`src/rtl/adder_tree_sequencer_pkg.sv`:
```
// Shared definitions for the adder-tree sequencer: tree width, float constants
// and the sequencer FSM state encoding.
package adder_tree_sequencer_pkg;

    localparam int unsigned NI = 8;

    localparam logic [31:0] FP_ZERO = 32'h0000_0000;
    localparam logic [31:0] FP_ONE  = 32'h3F80_0000;

    typedef enum logic [3:0] {
        S_IDLE,
        S_FETCH,
        S_LOAD,
        S_FIRE,
        S_WAIT_T,
        S_ACC,
        S_WAIT_A,
        S_NEXT,
        S_DONE,
        S_ERR
    } seq_state_t;

endpackage

```
`src/rtl/adder_tree_sequencer_if.sv`:
```
// Buffer-read and adder-tree handshake bundle.
//   master (sequencer): drives rd_en, rd_addr, tree_inputs, tree_start;
//                       receives rd_data, tree_sum, tree_finish.
//   slave  (buffer + tree): the mirror image.
interface adder_tree_sequencer_if #(
    parameter int unsigned NI = 8,
    parameter int unsigned CW = 8
);
    logic               rd_en;
    logic [CW-1:0]      rd_addr;
    logic [NI*32-1:0]   rd_data;
    logic [NI*32-1:0]   tree_inputs;
    logic               tree_start;
    logic [31:0]        tree_sum;
    logic               tree_finish;

    modport master (
        output rd_en, rd_addr, tree_inputs, tree_start,
        input  rd_data, tree_sum, tree_finish
    );

    modport slave (
        input  rd_en, rd_addr, tree_inputs, tree_start,
        output rd_data, tree_sum, tree_finish
    );
endinterface

```
`src/rtl/adder_subtractor_with_start.sv`:
```
// Single-precision floating-point adder/subtractor with start/finish handshake.
//   clk, reset : clock, synchronous active-high reset
//   start      : one-cycle request; a, b, sub sampled on this cycle
//   a, b       : IEEE-754 single operands
//   sub        : 1 computes a - b, 0 computes a + b
//   sum        : result, valid while finish is high and held afterwards
//   finish     : one-cycle pulse the cycle after start
// Round-to-nearest-even; denormals flush to zero, overflow saturates to inf.
module adder_subtractor_with_start (
    input  logic        clk,
    input  logic        reset,
    input  logic        start,
    input  logic [31:0] a,
    input  logic [31:0] b,
    input  logic        sub,
    output logic [31:0] sum,
    output logic        finish
);
    logic [31:0] bb, x, y, res;
    logic [7:0]  d;
    logic [26:0] mx, my, myal;
    logic [53:0] wide;
    logic [27:0] r;
    logic [9:0]  e;
    logic [4:0]  lz;
    logic        found, rnd;
    logic [30:0] mag;

    always_comb begin
        bb = {b[31] ^ sub, b[30:0]};
        // x always carries the larger magnitude so the aligned difference is non-negative
        if (a[30:0] >= bb[30:0]) begin
            x = a;
            y = bb;
        end else begin
            x = bb;
            y = a;
        end
        mx   = (x[30:23] == 8'd0) ? '0 : {1'b1, x[22:0], 3'b000};
        my   = (y[30:23] == 8'd0) ? '0 : {1'b1, y[22:0], 3'b000};
        d    = x[30:23] - y[30:23];
        wide = {my, 27'd0} >> d;
        // bits shifted past the guard position collapse into the sticky bit
        myal = {wide[53:28], wide[27] | (|wide[26:0])};
        if (x[31] == y[31]) r = {1'b0, mx} + {1'b0, myal};
        else                r = {1'b0, mx} - {1'b0, myal};
        e     = {2'b00, x[30:23]};
        lz    = '0;
        found = 1'b0;
        if (r[27]) begin
            r = {1'b0, r[27:2], r[1] | r[0]};
            e = e + 10'd1;
        end else begin
            for (int unsigned i = 0; i < 27; i++) begin
                if (!found && r[26 - i]) begin
                    lz    = 5'(i);
                    found = 1'b1;
                end
            end
            r = r << lz;
            e = e - {5'b00000, lz};
        end
        rnd = r[2] & (r[1] | r[0] | r[3]);
        // hidden bit dropped: a rounding carry out of the fraction bumps the exponent
        mag = {e[7:0], r[25:3]} + 31'(rnd);
        if (r == '0 || e[9] || e == 10'd0)
            res = '0;
        else if (e >= 10'd255 || mag[30:23] == 8'hFF)
            res = {x[31], 8'hFF, 23'd0};
        else
            res = {x[31], mag};
    end

    always_ff @(posedge clk) begin
        if (reset) begin
            sum    <= '0;
            finish <= 1'b0;
        end else begin
            finish <= start;
            if (start) sum <= res;
        end
    end
endmodule

```
`src/rtl/adder_tree_sequencer.sv`:
```
// Initiator for the 8-input floating-point adder tree. Reduces num_chunks
// chunks of NI floats, read one chunk per request from a synchronous-read
// buffer, into a single float accumulated strictly in chunk order.
//   clk, reset : clock, synchronous active-high reset
//   start      : one-cycle request, accepted only when idle
//   num_chunks : chunks to reduce, latched on accepted start
//   bus        : buffer read port and tree start/finish handshake (master)
//   result     : final sum, held until next accepted start
//   busy       : high from accepted start until done/error
//   done       : one-cycle pulse, result valid
//   error      : one-cycle pulse on watchdog abort
module adder_tree_sequencer #(
    parameter int unsigned NI      = adder_tree_sequencer_pkg::NI,
    parameter int unsigned CW      = 8,
    parameter int unsigned TIMEOUT = 255
) (
    input  logic                    clk,
    input  logic                    reset,
    input  logic                    start,
    input  logic [CW-1:0]           num_chunks,
    adder_tree_sequencer_if.master  bus,
    output logic [31:0]             result,
    output logic                    busy,
    output logic                    done,
    output logic                    error
);
    import adder_tree_sequencer_pkg::*;

    localparam int unsigned WDW = $clog2(TIMEOUT + 1);
    localparam logic [WDW-1:0] WD_LAST = WDW'(TIMEOUT - 1);

    seq_state_t     state;
    logic [CW-1:0]  nc, idx;
    logic [31:0]    acc, tsum, add_sum;
    logic           add_start, add_finish, add_finish_q, tree_finish_q;
    logic           tree_evt, add_evt;
    logic [WDW-1:0] wd;

    assign tree_evt = bus.tree_finish & ~tree_finish_q;
    assign add_evt  = add_finish & ~add_finish_q;

    adder_subtractor_with_start u_acc_add (
        .clk    (clk),
        .reset  (reset),
        .start  (add_start),
        .a      (acc),
        .b      (tsum),
        .sub    (1'b0),
        .sum    (add_sum),
        .finish (add_finish)
    );

    always_ff @(posedge clk) begin
        if (reset) begin
            state           <= S_IDLE;
            nc              <= '0;
            idx             <= '0;
            acc             <= FP_ZERO;
            tsum            <= '0;
            wd              <= '0;
            add_start       <= 1'b0;
            add_finish_q    <= 1'b0;
            tree_finish_q   <= 1'b0;
            bus.rd_en       <= 1'b0;
            bus.rd_addr     <= '0;
            bus.tree_inputs <= '0;
            bus.tree_start  <= 1'b0;
            result          <= '0;
            busy            <= 1'b0;
            done            <= 1'b0;
            error           <= 1'b0;
        end else begin
            tree_finish_q  <= bus.tree_finish;
            add_finish_q   <= add_finish;
            bus.rd_en      <= 1'b0;
            bus.tree_start <= 1'b0;
            add_start      <= 1'b0;
            done           <= 1'b0;
            error          <= 1'b0;
            // strobes are registered on entry so they are high during their own state
            unique case (state)
                S_IDLE: begin
                    if (start) begin
                        nc   <= num_chunks;
                        idx  <= '0;
                        acc  <= FP_ZERO;
                        busy <= 1'b1;
                        if (num_chunks == '0) begin
                            state <= S_DONE;
                        end else begin
                            bus.rd_en   <= 1'b1;
                            bus.rd_addr <= '0;
                            state       <= S_FETCH;
                        end
                    end
                end
                S_FETCH: state <= S_LOAD;
                S_LOAD: begin
                    bus.tree_inputs <= bus.rd_data;
                    bus.tree_start  <= 1'b1;
                    state           <= S_FIRE;
                end
                S_FIRE: begin
                    // the start cycle counts as the first waited cycle
                    wd    <= WDW'(1);
                    state <= S_WAIT_T;
                end
                S_WAIT_T: begin
                    if (tree_evt) begin
                        tsum  <= bus.tree_sum;
                        state <= S_ACC;
                    end else if (wd == WD_LAST) begin
                        error <= 1'b1;
                        busy  <= 1'b0;
                        state <= S_ERR;
                    end else begin
                        wd <= wd + WDW'(1);
                    end
                end
                S_ACC: begin
                    if (idx == '0) begin
                        acc   <= tsum;
                        state <= S_NEXT;
                    end else begin
                        add_start <= 1'b1;
                        wd        <= WDW'(1);
                        state     <= S_WAIT_A;
                    end
                end
                S_WAIT_A: begin
                    if (add_evt) begin
                        acc   <= add_sum;
                        state <= S_NEXT;
                    end else if (wd == WD_LAST) begin
                        error <= 1'b1;
                        busy  <= 1'b0;
                        state <= S_ERR;
                    end else begin
                        wd <= wd + WDW'(1);
                    end
                end
                S_NEXT: begin
                    idx <= idx + CW'(1);
                    if (idx + CW'(1) == nc) begin
                        state <= S_DONE;
                    end else begin
                        bus.rd_en   <= 1'b1;
                        bus.rd_addr <= idx + CW'(1);
                        state       <= S_FETCH;
                    end
                end
                S_DONE: begin
                    result <= acc;
                    done   <= 1'b1;
                    busy   <= 1'b0;
                    state  <= S_IDLE;
                end
                S_ERR:   state <= S_IDLE;
                default: state <= S_IDLE;
            endcase
        end
    end
endmodule

```
`src/flat_wrapper.sv`:
```
// flat-port wrapper written by rule: the top's interface ports become plain ports
module adder_tree_sequencer_flat import adder_tree_sequencer_pkg::*;
#(
    parameter int unsigned NI      = adder_tree_sequencer_pkg::NI,
    parameter int unsigned CW      = 8,
    parameter int unsigned TIMEOUT = 255
)
  (clk, reset, start, num_chunks, result, busy, done, error, bus_rd_en, bus_rd_addr, bus_tree_inputs, bus_tree_start, bus_rd_data, bus_tree_sum, bus_tree_finish);
  adder_tree_sequencer_if #(.NI(NI), .CW(CW)) bus_i ();
  input  logic clk;
  input  logic reset;
  input  logic start;
  input  logic [CW-1:0] num_chunks;
  output logic [31:0] result;
  output logic busy;
  output logic done;
  output logic error;
  output wire logic [$bits(bus_i.rd_en)-1:0] bus_rd_en;
  output wire logic [$bits(bus_i.rd_addr)-1:0] bus_rd_addr;
  output wire logic [$bits(bus_i.tree_inputs)-1:0] bus_tree_inputs;
  output wire logic [$bits(bus_i.tree_start)-1:0] bus_tree_start;
  input wire logic [$bits(bus_i.rd_data)-1:0] bus_rd_data;
  input wire logic [$bits(bus_i.tree_sum)-1:0] bus_tree_sum;
  input wire logic [$bits(bus_i.tree_finish)-1:0] bus_tree_finish;
  assign bus_rd_en = bus_i.rd_en;
  assign bus_rd_addr = bus_i.rd_addr;
  assign bus_tree_inputs = bus_i.tree_inputs;
  assign bus_tree_start = bus_i.tree_start;
  assign bus_i.rd_data = bus_rd_data;
  assign bus_i.tree_sum = bus_tree_sum;
  assign bus_i.tree_finish = bus_tree_finish;
  adder_tree_sequencer #(.NI(NI), .CW(CW), .TIMEOUT(TIMEOUT)) u_core (.clk(clk), .reset(reset), .start(start), .num_chunks(num_chunks), .bus(bus_i), .result(result), .busy(busy), .done(done), .error(error));
endmodule
```
`config.mk`:
```
export PLATFORM = sky130hd
export DESIGN_NAME = adder_tree_sequencer_flat
export DESIGN_NICKNAME = d
export VERILOG_FILES = /design/src/rtl/adder_tree_sequencer_pkg.sv /design/src/rtl/adder_tree_sequencer_if.sv /design/src/rtl/adder_subtractor_with_start.sv /design/src/rtl/adder_tree_sequencer.sv /design/src/flat_wrapper.sv
export SDC_FILE = /design/constraint.sdc
export NUM_CORES = 1
export LEC_CHECK = 0
export BUFFER_PORTS_ARGS = -buffer_cell sky130_fd_sc_hd__buf_2
export CELL_PAD_IN_SITES_DETAIL_PLACEMENT = 0
export CELL_PAD_IN_SITES_GLOBAL_PLACEMENT = 1
export CORE_MARGIN = 5
export CORE_UTILIZATION = 36
export DETAILED_ROUTE_END_ITERATION = 6
export GPL_ROUTABILITY_DRIVEN = 0
export PLACE_DENSITY_LB_ADDON = 0.15
export SETUP_SLACK_MARGIN = 0.15
export SLEW_MARGIN = 20
export SYNTH_ARGS = -nofsm -noshare
export SYNTH_HDL_FRONTEND = slang
export SYNTH_SLANG_ARGS = --single-unit
```
`constraint.sdc`:
```
create_clock -name clk -period 13.4 [get_ports clk]
set_clock_uncertainty 0.1 [all_clocks]
set_input_delay 2.68 -clock clk [delete_from_list [all_inputs] [get_ports clk]]
set_output_delay 2.68 -clock clk [all_outputs]
set_load 0.005 [all_outputs]
```
==> flow_summary.yaml <==
sta:
  relSlewSlack_pct: 23.3
  hold_violations: 0
  tns_ps: 0
  slew_viol_final: 0
  clock.fmax_mhz: 79.8
  rsz0062_at_grt: "no"
  fin_crit_ps: 12530
  setup_viol: 0
  tightest_slew_ps: 1120
  fin_crit_sh_pct: 93.5
min_path:
  hp-start: "u_core.bus.tree_inputs[154]"
  whs_path_depth: 2
  hold_path_end: "u_core.bus.tree_inputs[154]"
  hold_class: "flip-flop to flip-flop"
drt:
  finalWirelength_mm: 124
  avgViaCountPerCell: 5.65
  first_iter_violations: 2962
  vias: 29400
  dr.pass1.iters: 5
  ant_nets: 0
  wl_per_cell_um: 23.9
  drc: 0
synthesis:
  synthTopCellsByArea: "dfxtp_1, nand2_1, a21oi_1"
  synth_area_sq_um: 26400
  synth_top_cell_by_area: "dfxtp_1"
  synth_edf_count: 0
  yosysTopAreaCellShare_pct: 32.5
  syn_nets: 3994
  netlist_instances: 3623
  synthArstFlopShare_pct: 0
  syn_avg_cell_area_sq_um: 7.30
  yosysWarningCount: 0
  ys_seq_elements: 429
  ys_seq_area_share_pct: 32.5
  synth.distinct_cells: 108
  synth_top_flop_cell: "dfxtp_1"
worst_setup_path:
  worst-setup-path-type: "flip-flop to flip-flop"
  end_kind: "flip-flop"
  worstPathArrival_ps: 12900
  rr_endpoint: "u_core.u_acc_add.sum[19]"
  crit_top_cell: "nand2_1"
  timing.rr.start: "u_core.tsum[24]"
  cp-start-kind: "flip-flop"
  cp_slowest_cell: "or4_1"
  r2r_cells: 59
  slowest_delay_ps: 470
  regToRegSetupSlack_ps: 870
  required_ps: 13770
  path_max_fanout: 23
clock_network:
  clkTransAtPathRegs_ps: 60
  root_buffer: "clkbuf_16"
  clk_latency_ps: 590
  cts_hold_buf: 0
  numCtsBuffers: 50
  cts.htree.levels: 2
  cts_tree: "built"
  cts.sinks: 429
  clk_path_buf_depth: 3
floorplanning:
  ios: 601
  die_w_um: 281
  rows: 99
  fp.dieH_um: 281
  dieArea_sq_um: 79000
  core_area_sq_um: 73000
  initial_utilization_pct: 36.2
layout:
  drive_gt1_share_pct: 23.9
  nets: 4569
  final_common_cell: "nand2_1"
  fin_util_pct: 45.2
  mostFrequentLayoutCells: "nand2_1, buf_2, a21oi_1"
  final_cell_count_no_fill: 5204
  area_growth_pct: 24.7
grt:
  antenna_found_initial: 35
  grt.total_usage_pct: 29.6
  grt_max_degree: 184
  grt-ovfl-total: 0
  grt_pass1_vias: 27300
  grt_pass1_wl_mm: 182
placed_design:
  io_buffers: 600
  dp_cells: 5087
  place_hpwl_mm: 96.3
run:
  cap_viol_max_count: 0
status:
  status: "finished, final reports clean"
-- Yosys cell counts, types with 8 or more instances --
master       n
buf_6       12
clkbuf_1   204
o21ai_1     19
o211ai_1    25
a21o_1      16
buf_1        9
o221ai_1    11
nand3_1     65
nor3b_1      8
nor4b_1     10
nand2b_1    11
o21bai_1    10
o22ai_1     19
mux2_2      33
nor2b_1     26
nor3_1      57
dfxtp_1    429
o31ai_1     20
and3_1      23
or3_1       17
and2_1      22
xor2_1      38
buf_4        9
o21ai_0    119
a22oi_1     58
a32o_1      24
nor2_1     216
buf_2       33
a211o_1     10
o21a_1      14
ha_1        69
o2111ai_1    9
nand3b_1    11
nand4_1     34
or2_2       10
mux2i_1     81
a21oi_1    513
a31oi_1     27
nor4_1      25
a211oi_1    72
nand2_1    907
inv_1       70
xnor2_1     65
-- per-stage QoR --
stage          cell area (sq um)  setup WS (ps)  hold slack (ps)
3_5_place_dp               30900            344              343
5_1_grt                    33000           69.4              367
2_1_floorplan              26500            190              316
3_3_place_gp               30900            378              338
4_1_cts                    32600            253              351
6_report                   33000            866              349
-- flip-flops by register name (all words and copies together) (netlist names), 4 cells and up --
register and flops:
u_core.acc 32, u_core.bus.rd_addr 8, u_core.bus.tree_inputs 256, u_core.idx 8
u_core.nc 8, u_core.result 32, u_core.state 4, u_core.tsum 32
u_core.u_acc_add.sum 32, u_core.wd 8
-- metal layers --
layer	wire, um	GRT usage (%)	vias up
met5	207	0	-
met4	4010	7.32	28
met3	10700	6.34	274
met2	57700	49.3	1301
li1	-	-	14000
met1	51700	39.3	13800
-- what timing repair did --
item                                    4_1_cts  5_1_grt
setup buffers                                 0       17
endpoints found under the setup margin        0       32
gates resized for setup                       0       41
hold endpoints to repair                      0        0
-- logic make-up after synthesis --
family	after synthesis	synth area share, %
AO/OA/AOI/OAI	1076	25.4
XOR/XNOR	104	3.47
AND/OR/NAND/NOR	1478	24.4
multiplexers	126	5.32
flip-flops	429	32.5
buffers and inverters	339	5.44
adder cells (fa/ha/maj)	71	3.42
-- worst max-delay path, delay by kind of cell, from the launching register on --
family | cells | cell delay (ps)
AND/OR/NAND/NOR | 24 | 4390
AO/OA/AOI/OAI | 20 | 3860
adder cells (fa/ha/maj) | 4 | 1630
buffers and inverters | 7 | 1240
XOR/XNOR | 3 | 510
flip-flops | 1 | 410
multiplexers | 1 | 240
-- layout make-up --
class,count,area (sq um)
antenna,7,17.5
clock buffer,73,1480
clock inverter,19,219
fill,7740,40000
inverter,72,270
multi-input combinational,2855,16700
sequential,429,8590
tap,959,1200
timing repair buffer,790,4520
-- worst max-delay path by stage --
stage	slack (ps)	from	depth (start not counted)	end
6_report	870	u_core.tsum[24]	59	u_core.u_acc_add.sum[19]
3_5_place_dp	340	u_core.tsum[25]	53	u_core.u_acc_add.sum[1]
3_3_place_gp	380	u_core.tsum[25]	56	u_core.u_acc_add.sum[1]
4_1_cts	250	u_core.tsum[25]	53	u_core.u_acc_add.sum[1]
2_1_floorplan	190	u_core.tsum[28]	67	u_core.u_acc_add.sum[14]
5_1_grt	70	u_core.tsum[24]	58	u_core.u_acc_add.sum[8]
Power is not shown: default switching activity piles up to over one toggle a cycle in this logic, so the estimate is an artifact.
